===== config.mk =====
export PLATFORM = sky130hd
export DESIGN_NAME = mult_div_unit
export DESIGN_NICKNAME = d
export VERILOG_FILES = /design/src/rtl/mult_div_pkg.sv /design/src/rtl/mult_div_divider.sv /design/src/rtl/mult_div_unit.sv
export SDC_FILE = /design/constraint.sdc
export NUM_CORES = 1
export LEC_CHECK = 0
export ABC_AREA = 1
export CORE_ASPECT_RATIO = 1.1
export CORE_MARGIN = 3
export CORE_UTILIZATION = 30
export CTS_CLUSTER_SIZE = 20
export DETAILED_ROUTE_END_ITERATION = 10
export HOLD_SLACK_MARGIN = 0.05
export PLACE_DENSITY = 0.46
export SYNTH_ARGS = -nofsm -noshare
export SYNTH_HDL_FRONTEND = slang
export SYNTH_SLANG_ARGS = --single-unit

===== constraint.sdc =====
create_clock -name clk -period 2.9 [get_ports clk]
set_input_delay 0.87 -clock clk [delete_from_list [all_inputs] [get_ports clk]]
set_output_delay 0.87 -clock clk [all_outputs]
set_load 0.05 [all_outputs]

===== src/rtl/mult_div_pkg.sv =====
// mult_div_pkg: shared FSM encoding, iteration count and sign-fix helper for mult_div_unit
package mult_div_pkg;
  typedef enum logic [2:0] {
    IDLE = 3'd0,
    MULT = 3'd1,
    DIV  = 3'd2,
    FIX  = 3'd3,
    DONE = 3'd4
  } state_t;
  localparam int ITERATIONS = 32;
  function automatic logic [ITERATIONS-1:0] neg(input logic [ITERATIONS-1:0] x);
    return ~x + 1'b1;
  endfunction
endpackage


===== src/rtl/mult_div_divider.sv =====
// mult_div_divider: one restoring-division step per cycle on unsigned magnitudes
module mult_div_divider #(
  parameter int WIDTH = 32
) (
  input  logic             clk,
  input  logic             reset,
  input  logic             load,
  input  logic             step,
  input  logic [WIDTH-1:0] dividend,
  input  logic [WIDTH-1:0] divisor,
  output logic [WIDTH-1:0] quo,
  output logic [WIDTH-1:0] rem
);
  logic [WIDTH-1:0] dvs;
  logic [WIDTH:0] sh, diff;
  logic ge;
  // shift the next dividend bit into the partial remainder and trial-subtract
  always_comb begin
    sh   = {rem, quo[WIDTH-1]};
    diff = sh - {1'b0, dvs};
    ge   = !diff[WIDTH];
  end
  // load clears the remainder; each step keeps the difference only if it did not go negative
  always_ff @(posedge clk) begin
    if (reset) begin
      dvs <= '0;
      quo <= '0;
      rem <= '0;
    end else if (load) begin
      dvs <= divisor;
      quo <= dividend;
      rem <= '0;
    end else if (step) begin
      rem <= ge ? diff[WIDTH-1:0] : sh[WIDTH-1:0];
      quo <= {quo[WIDTH-2:0], ge};
    end
  end
endmodule


===== src/rtl/mult_div_unit.sv =====
// mult_div_unit: iterative signed 32x32 Booth multiplier and restoring divider (optional MULTDIV_ZERO_SKIP_EN)
module mult_div_unit
  import mult_div_pkg::*;
#(
  parameter int WIDTH = ITERATIONS,
  parameter int CNT_W = 6
) (
  input  logic             clk,
  input  logic             reset,
  input  logic             MultCtrl,
  input  logic             DivCtrl,
  input  logic [WIDTH-1:0] OpA,
  input  logic [WIDTH-1:0] OpB,
  output logic [WIDTH-1:0] Hi,
  output logic [WIDTH-1:0] Lo,
  output logic             busy,
  output logic             done,
  output logic             DivZero
);
  state_t state, state_n;
  logic [CNT_W-1:0] cnt;
  logic [WIDTH:0] acc, mext, sum;
  logic [WIDTH-1:0] lo_acc, mcand, quo, rem;
  logic q, is_div, dz, sa, sb, last, start, mskip, dskip;
  function automatic logic [WIDTH-1:0] mag(input logic [WIDTH-1:0] x);
    return x[WIDTH-1] ? neg(x) : x;
  endfunction
`ifdef MULTDIV_ZERO_SKIP_EN
  assign mskip = (OpA == '0) || (OpB == '0);
  assign dskip = OpA == '0;
`else
  assign mskip = 1'b0;
  assign dskip = 1'b0;
`endif
  assign start   = (state == IDLE) && (MultCtrl || DivCtrl);
  assign last    = cnt == CNT_W'(WIDTH - 1);
  assign busy    = state != IDLE;
  assign done    = state == DONE;
  assign DivZero = done && dz;
  mult_div_divider #(.WIDTH(WIDTH)) u_div (
    .clk      (clk),
    .reset    (reset),
    .load     (start && DivCtrl),
    .step     (state == DIV),
    .dividend (mag(OpA)),
    .divisor  (mag(OpB)),
    .quo      (quo),
    .rem      (rem)
  );
  // Booth recoding of the two low bits: 01 adds, 10 subtracts the multiplicand (33-bit acc avoids overflow on -2^31)
  always_comb begin
    mext = {mcand[WIDTH-1], mcand};
    sum  = {lo_acc[0], q} == 2'b01 ? acc + mext : {lo_acc[0], q} == 2'b10 ? acc - mext : acc;
  end
  // next-state: divide wins over multiply; zero divisor short-circuits to DONE
  always_comb begin
    state_n = state;
    case (state)
      IDLE:    state_n = DivCtrl ? (OpB == '0 ? DONE : dskip ? FIX : DIV) : MultCtrl ? (mskip ? FIX : MULT) : IDLE;
      MULT:    state_n = last ? FIX : MULT;
      DIV:     state_n = last ? FIX : DIV;
      FIX:     state_n = DONE;
      DONE:    state_n = IDLE;
      default: state_n = IDLE;
    endcase
  end
  // state, iteration counter, Booth register and result registers
  always_ff @(posedge clk) begin
    if (reset) begin
      state  <= IDLE;
      cnt    <= '0;
      acc    <= '0;
      lo_acc <= '0;
      q      <= 1'b0;
      mcand  <= '0;
      is_div <= 1'b0;
      dz     <= 1'b0;
      sa     <= 1'b0;
      sb     <= 1'b0;
      Hi     <= '0;
      Lo     <= '0;
    end else begin
      state <= state_n;
      cnt   <= ((state == MULT) || (state == DIV)) && !last ? cnt + 1'b1 : '0;
      if (start) begin
        is_div <= DivCtrl;
        dz     <= DivCtrl && (OpB == '0);
        sa     <= OpA[WIDTH-1];
        sb     <= OpB[WIDTH-1];
        mcand  <= OpA;
        acc    <= '0;
        lo_acc <= mskip ? '0 : OpB;
        q      <= 1'b0;
      end
      if (state == MULT) {acc, lo_acc, q} <= {sum[WIDTH], sum, lo_acc};
      if (state == FIX) begin
        Hi <= is_div ? (sa ? neg(rem) : rem) : acc[WIDTH-1:0];
        Lo <= is_div ? (sa ^ sb ? neg(quo) : quo) : lo_acc;
      end
    end
  end
endmodule


Yosys cells after proc, flatten, opt, wreduce, memory -nomap -nowiden --
Cells that the tools add are included.
Storage, ports and cells: bits in registers 271, input port bits 68, word-level logic and storage cells 75, output and inout port bits 67
Operators by class: bitwise logic cells 6, equal/unequal tests 7, reduce and logical (&&, ||, !) cells 16, $add $sub $neg 8, mux-type cells 23
Operators by type and width (number):
- $mux 32 | 11
- $mux 33 | 4
- $add 32x1->32 const B | 4
- $not 32->32 | 4
- $add 33x33->33 | 1
- $sub 33x32->33 | 1
- $sub 33x33->33 | 1
- $logic_not 32->1 | 1
- $pmux 3 s4 | 1
- $add 6x1->6 const B | 1
- $eq 3x2->1 const B | 2
- $eq 6x5->1 const B | 1
- $mux 3 | 2
- $logic_and 1x1->1 | 5
- $mux 1 | 4
- $reduce_bool 2->1 | 2
- $reduce_or 2->1 | 2
- $eq 3x1->1 const B | 1
- $eq 3x3->1 const B | 1
- $logic_not 3->1 | 1
- $reduce_bool 3->1 | 1
- $eq 2x1->1 const B | 1
- $eq 2x2->1 const B | 1
- $logic_not 1->1 | 2
- 4 further kinds | 5

Logic depth before layout (Yosys ltp) --
depth in word-level cells 5, gate-level depth with buffers 19, mapped depth without buffers 18

By module --
From an unflattened synthesis, not the netlist that was laid out.
Second synthesis, totals: cell total of the unflattened synthesis 3842, area, all modules 22226.3 µm²
By module, submodules not included:
- mult_div_unit | area an instance 15379.8 µm², sequential area each 3463.3 µm², cells an instance 2675, instances 1
- mult_div_divider | area an instance 6846.6 µm², sequential area each 1921.8 µm², cells an instance 1167, instances 1

Least setup slack after synthesis --
OpenSTA, ideal clock, no wires.
kind register -> output, start point register state[2], end point output port DivZero, setup slack -39 ps, data arrival time 2069 ps, stages on the path, launching flop included 4, required time 2030 ps, path through dfxtp_1 > inv_1 > nor3_1 > and2_1
On the way: word-level cells in the longest chain between the ends 2
RTL lines:
- start: declaration | line mult_div_unit.sv:20 | state_t state, state_n;
- start signal: assignment | line mult_div_unit.sv:83 | state <= state_n;
- $eq 3x3->1 | line mult_div_unit.sv:38 | assign done = state == DONE;
- named net done | line mult_div_unit.sv:17 | output logic done,
- $logic_and 1x1->1 | line mult_div_unit.sv:39 | assign DivZero = done && dz;
- end: declaration | line mult_div_unit.sv:18 | output logic DivZero
The timed path passes the listed nets, and every way through them passes these cells.

Final worst setup path --
start point register Hi[31], end point output port Hi[31]
RTL lines:
- start: declaration | line mult_div_unit.sv:14 | output logic [WIDTH-1:0] Hi,
- start signal: assignment | line mult_div_unit.sv:97 | Hi <= is_div ? (sa ? neg(rem) : rem) : acc[WIDTH-1:0];
No word-level cell between the ends.

==> impl_metrics.tcl <==
set metrics [dict create \
    cts_hold_buffers 0 \
    wl_mm 97.18 \
    grtUsageTotal 0.2473 \
    required_ps 2030 \
    setup_violations 0 \
    tightest_slew_ps 815.9 \
    r2r-end "acc[31]$_SDFFE_PP0P_" \
    hold_viol_final 0 \
    place_congestion 0.9757 \
    antenna_left 0 \
    startpoint_type "register" \
    path_buf_inv 1 \
    yosysSeqAreaShare 0.2457 \
    max_slew_margin 0.4503 \
    max_freq_ghz 0.3546 \
    cp_slowest_stage_delay_ps 870 \
    numCtsBuffers 38 \
    synthArstFlopShare 0 \
    root_buffer "clkbuf_16" \
    leakagePower_nw 12.55 \
    setup_tns_ps 0 \
    cts_tree "done" \
    hold_path.class "register to register" \
    reg2reg_depth 17 \
    dieHeight_um 289.5 \
    slowest_stage "clkdlybuf4s50_1" \
    highest_layer "met5" \
    rsz0062_at_grt "false" \
    fin_util 0.3703 \
    crit_chain "clkdlybuf4s50_1" \
    grt_pass1_vias 23430 \
    floorplan.initialDensity 0.3043 \
    syn_area_sq_um 21920 \
    yosysTopAreaCellShare 0.2457 \
    syn_inst 3775 \
    r2r_slack_ps 200 \
    clock_latency_ps 590 \
    setup.worst_path.class "register to output port" \
    power_mw 14.81 \
    power-per-cell-area_nw_per_um2 555.2 \
    reg2reg_from "acc[0]$_SDFFE_PP0P_" \
    ys_top_cells_by_area "dfxtp_1 (25%), nand2_1 (19%), inv_1 (9.2%)" \
    antenna_found_initial 1 \
    wl_per_cell_um 19.63 \
    grt_max_degree 72 \
    holdWs_ps 461.8 \
    cap_viol_max_count 0 \
    nets 4152 \
    hp-start "Hi[24]$_SDFFE_PP0P_" \
    die-area_sq_um 76350 \
    clk_pin_slew_worst_paths_ps 60 \
    synth_nets 3947 \
    core.rowCount 103 \
    area_growth_pct 21.70 \
    clkSinkCount 269 \
    whs_path_depth 2 \
    synth_seq_cells 269 \
    yosysTopAreaCell "dfxtp_1" \
    vias 24760 \
    wl_met1_mm 44.43 \
    regArea_sq_um 5389 \
    die_x_um 263.7 \
    cp_data_arrival_time_ps 1950 \
    num_io_pins 135 \
    dp.final_hpwl_mm 76.89 \
    crit_fanout 2 \
    cts.path.max_buffers 3 \
    drc 0 \
    place_area_sq_um 25360 \
    yosys_warnings 0 \
    end_kind "output port" \
    fin_skew_ps 37.85 \
    min_period_ps 2820 \
    multiInputGateArea_sq_um 13820 \
    wl_met2_mm 44.90 \
    avgSynthCellArea_sq_um 5.807 \
    drive_gt1_frac 0.08042 \
    drtIter0Drc 1868 \
    drt_first_pass_iters 7 \
    fill_cells 8172 \
    cp_top_family "buffers and inverters" \
    grt_pass1_wl_mm 144.9 \
    dr_wl_met3_mm 4.207 \
    coreArea_sq_um 72040 \
    irDropWorstVdd_mv 0.3673 \
    portBuffers 134 \
    synth_cell_types 54 \
    ys_dominant_reg_cell "dfxtp_1" \
    overflow 0 \
    fin_area_sq_um 26680 \
    outcome "finished, final reports clean" \
    viasPerCell 5.001 \
    cts_max_level 2 \
    synth_edf_count 0 \
    drv_slew 0 \
    hold_end "Hi[24]$_SDFFE_PP0P_" \
    period_share 0.9725 \
]
## flip-flops by register name, summed over array words and instances (netlist names), 3 cells and up
register and count:
state 3, acc 32, Hi 32, u_div.quo 32, lo_acc 32, cnt 6
u_div.rem 32, mcand 32, u_div.dvs 32, Lo 32
## power by group
group	switching, mW	total, mW	leakage [nW]	internal, mW
Combinational	3.75	5.54	9.71	1.79
Sequential	0.292	4.27	2.20	3.98
Clock	1.98	4.99	0.633	3.01
## final cells by class
class                           count  share of cell area
Antenna cell                        1          0.00009380
Clock buffer                       51             0.03935
Multi-Input combinational cell   2797              0.5179
Timing Repair Buffer              326              0.1095
Inverter                          548             0.07715
Clock inverter                     13            0.009662
Sequential cell                   269              0.2020
Tap cell                          945             0.04432
## placed cells by master, fill, tap and decap left out, drive strengths merged, types with 45 or more instances in the layout
master,count
nand3,258
dfxtp,269
a21oi,342
buf,195
nor3,45
clkdlybuf4s50,130
ha,101
xor2,46
nor2,370
inv,546
clkbuf,52
o21ai,254
nand2,1134
## cell families (layout without fill, tap and decap cells)
kind of cell	Yosys count	after routing	share of synthesized area
fa+ha+maj	104	104	0.06039
simple gates	1883	1883	0.3560
buf+inv	709	938	0.1261
xor+xnor	63	63	0.02517
compound gates	747	747	0.1867
other cells	0	1	0
flops	269	269	0.2457
## what timing repair did
| item | in CTS | in global routing |
|---|---|---|
| setup buffers | 0 | 0 |
| endpoints found under the setup margin | 1 | 9 |
| resized for setup | 1 | 7 |
## worst max path at each step
stage,from,to,slack [ps],cells past startpoint
after floorplan,state[2]$_SDFF_PP0_,DivZero,430,3
after global placement,OpA[0],u_div.quo[30]$_SDFFE_PP0P_,-140,13
after detailed placement,OpA[0],u_div.quo[26]$_SDFFE_PP0P_,-130,13
after CTS,state[2]$_SDFF_PP0_,busy,20,3
after global routing,acc[0]$_SDFFE_PP0P_,acc[31]$_SDFFE_PP0P_,30,17
final,Hi[31]$_SDFFE_PP0P_,Hi[31],80,1
## synthesized netlist by cell type (7+ instances only)
library cell and count:
o21ai_1 8, o22ai_1 31, and2_1 7, a31oi_1 37
inv_1 537, nand4_1 37, o21ai_0 244, ha_1 101
clkbuf_1 96, inv_2 9, nor3_2 7, nor2_2 7
nor2_1 361, nand2_1 1119, o21bai_1 13, xnor2_1 17
or2_2 7, nand2_2 13, nor3_1 37, nand3_1 254
buf_2 44, nor4_1 9, dfxtp_1 269, xor2_1 46
buf_1 12, a21oi_1 339, o221ai_1 21, nand3b_1 14
o211ai_1 23
## through the flow
step / setup WS (ps) / std cells
floorplan: 434.1 / 3775
global placement: -142.5 / 4885
detailed placement: -128.7 / 4885
CTS: 23.54 / 4949
global route: 33.46 / 4949
finish: 79.67 / 4950
## metal layers
metal | vias to the layer above | global-route usage
li1 | 12550 | -
met1 | 11490 | 0.3322
met2 | 579 | 0.4135
met3 | 135 | 0.02557
met4 | 2 | 0.08630
met5 | - | 0
(Power assumes the default switching activity.)
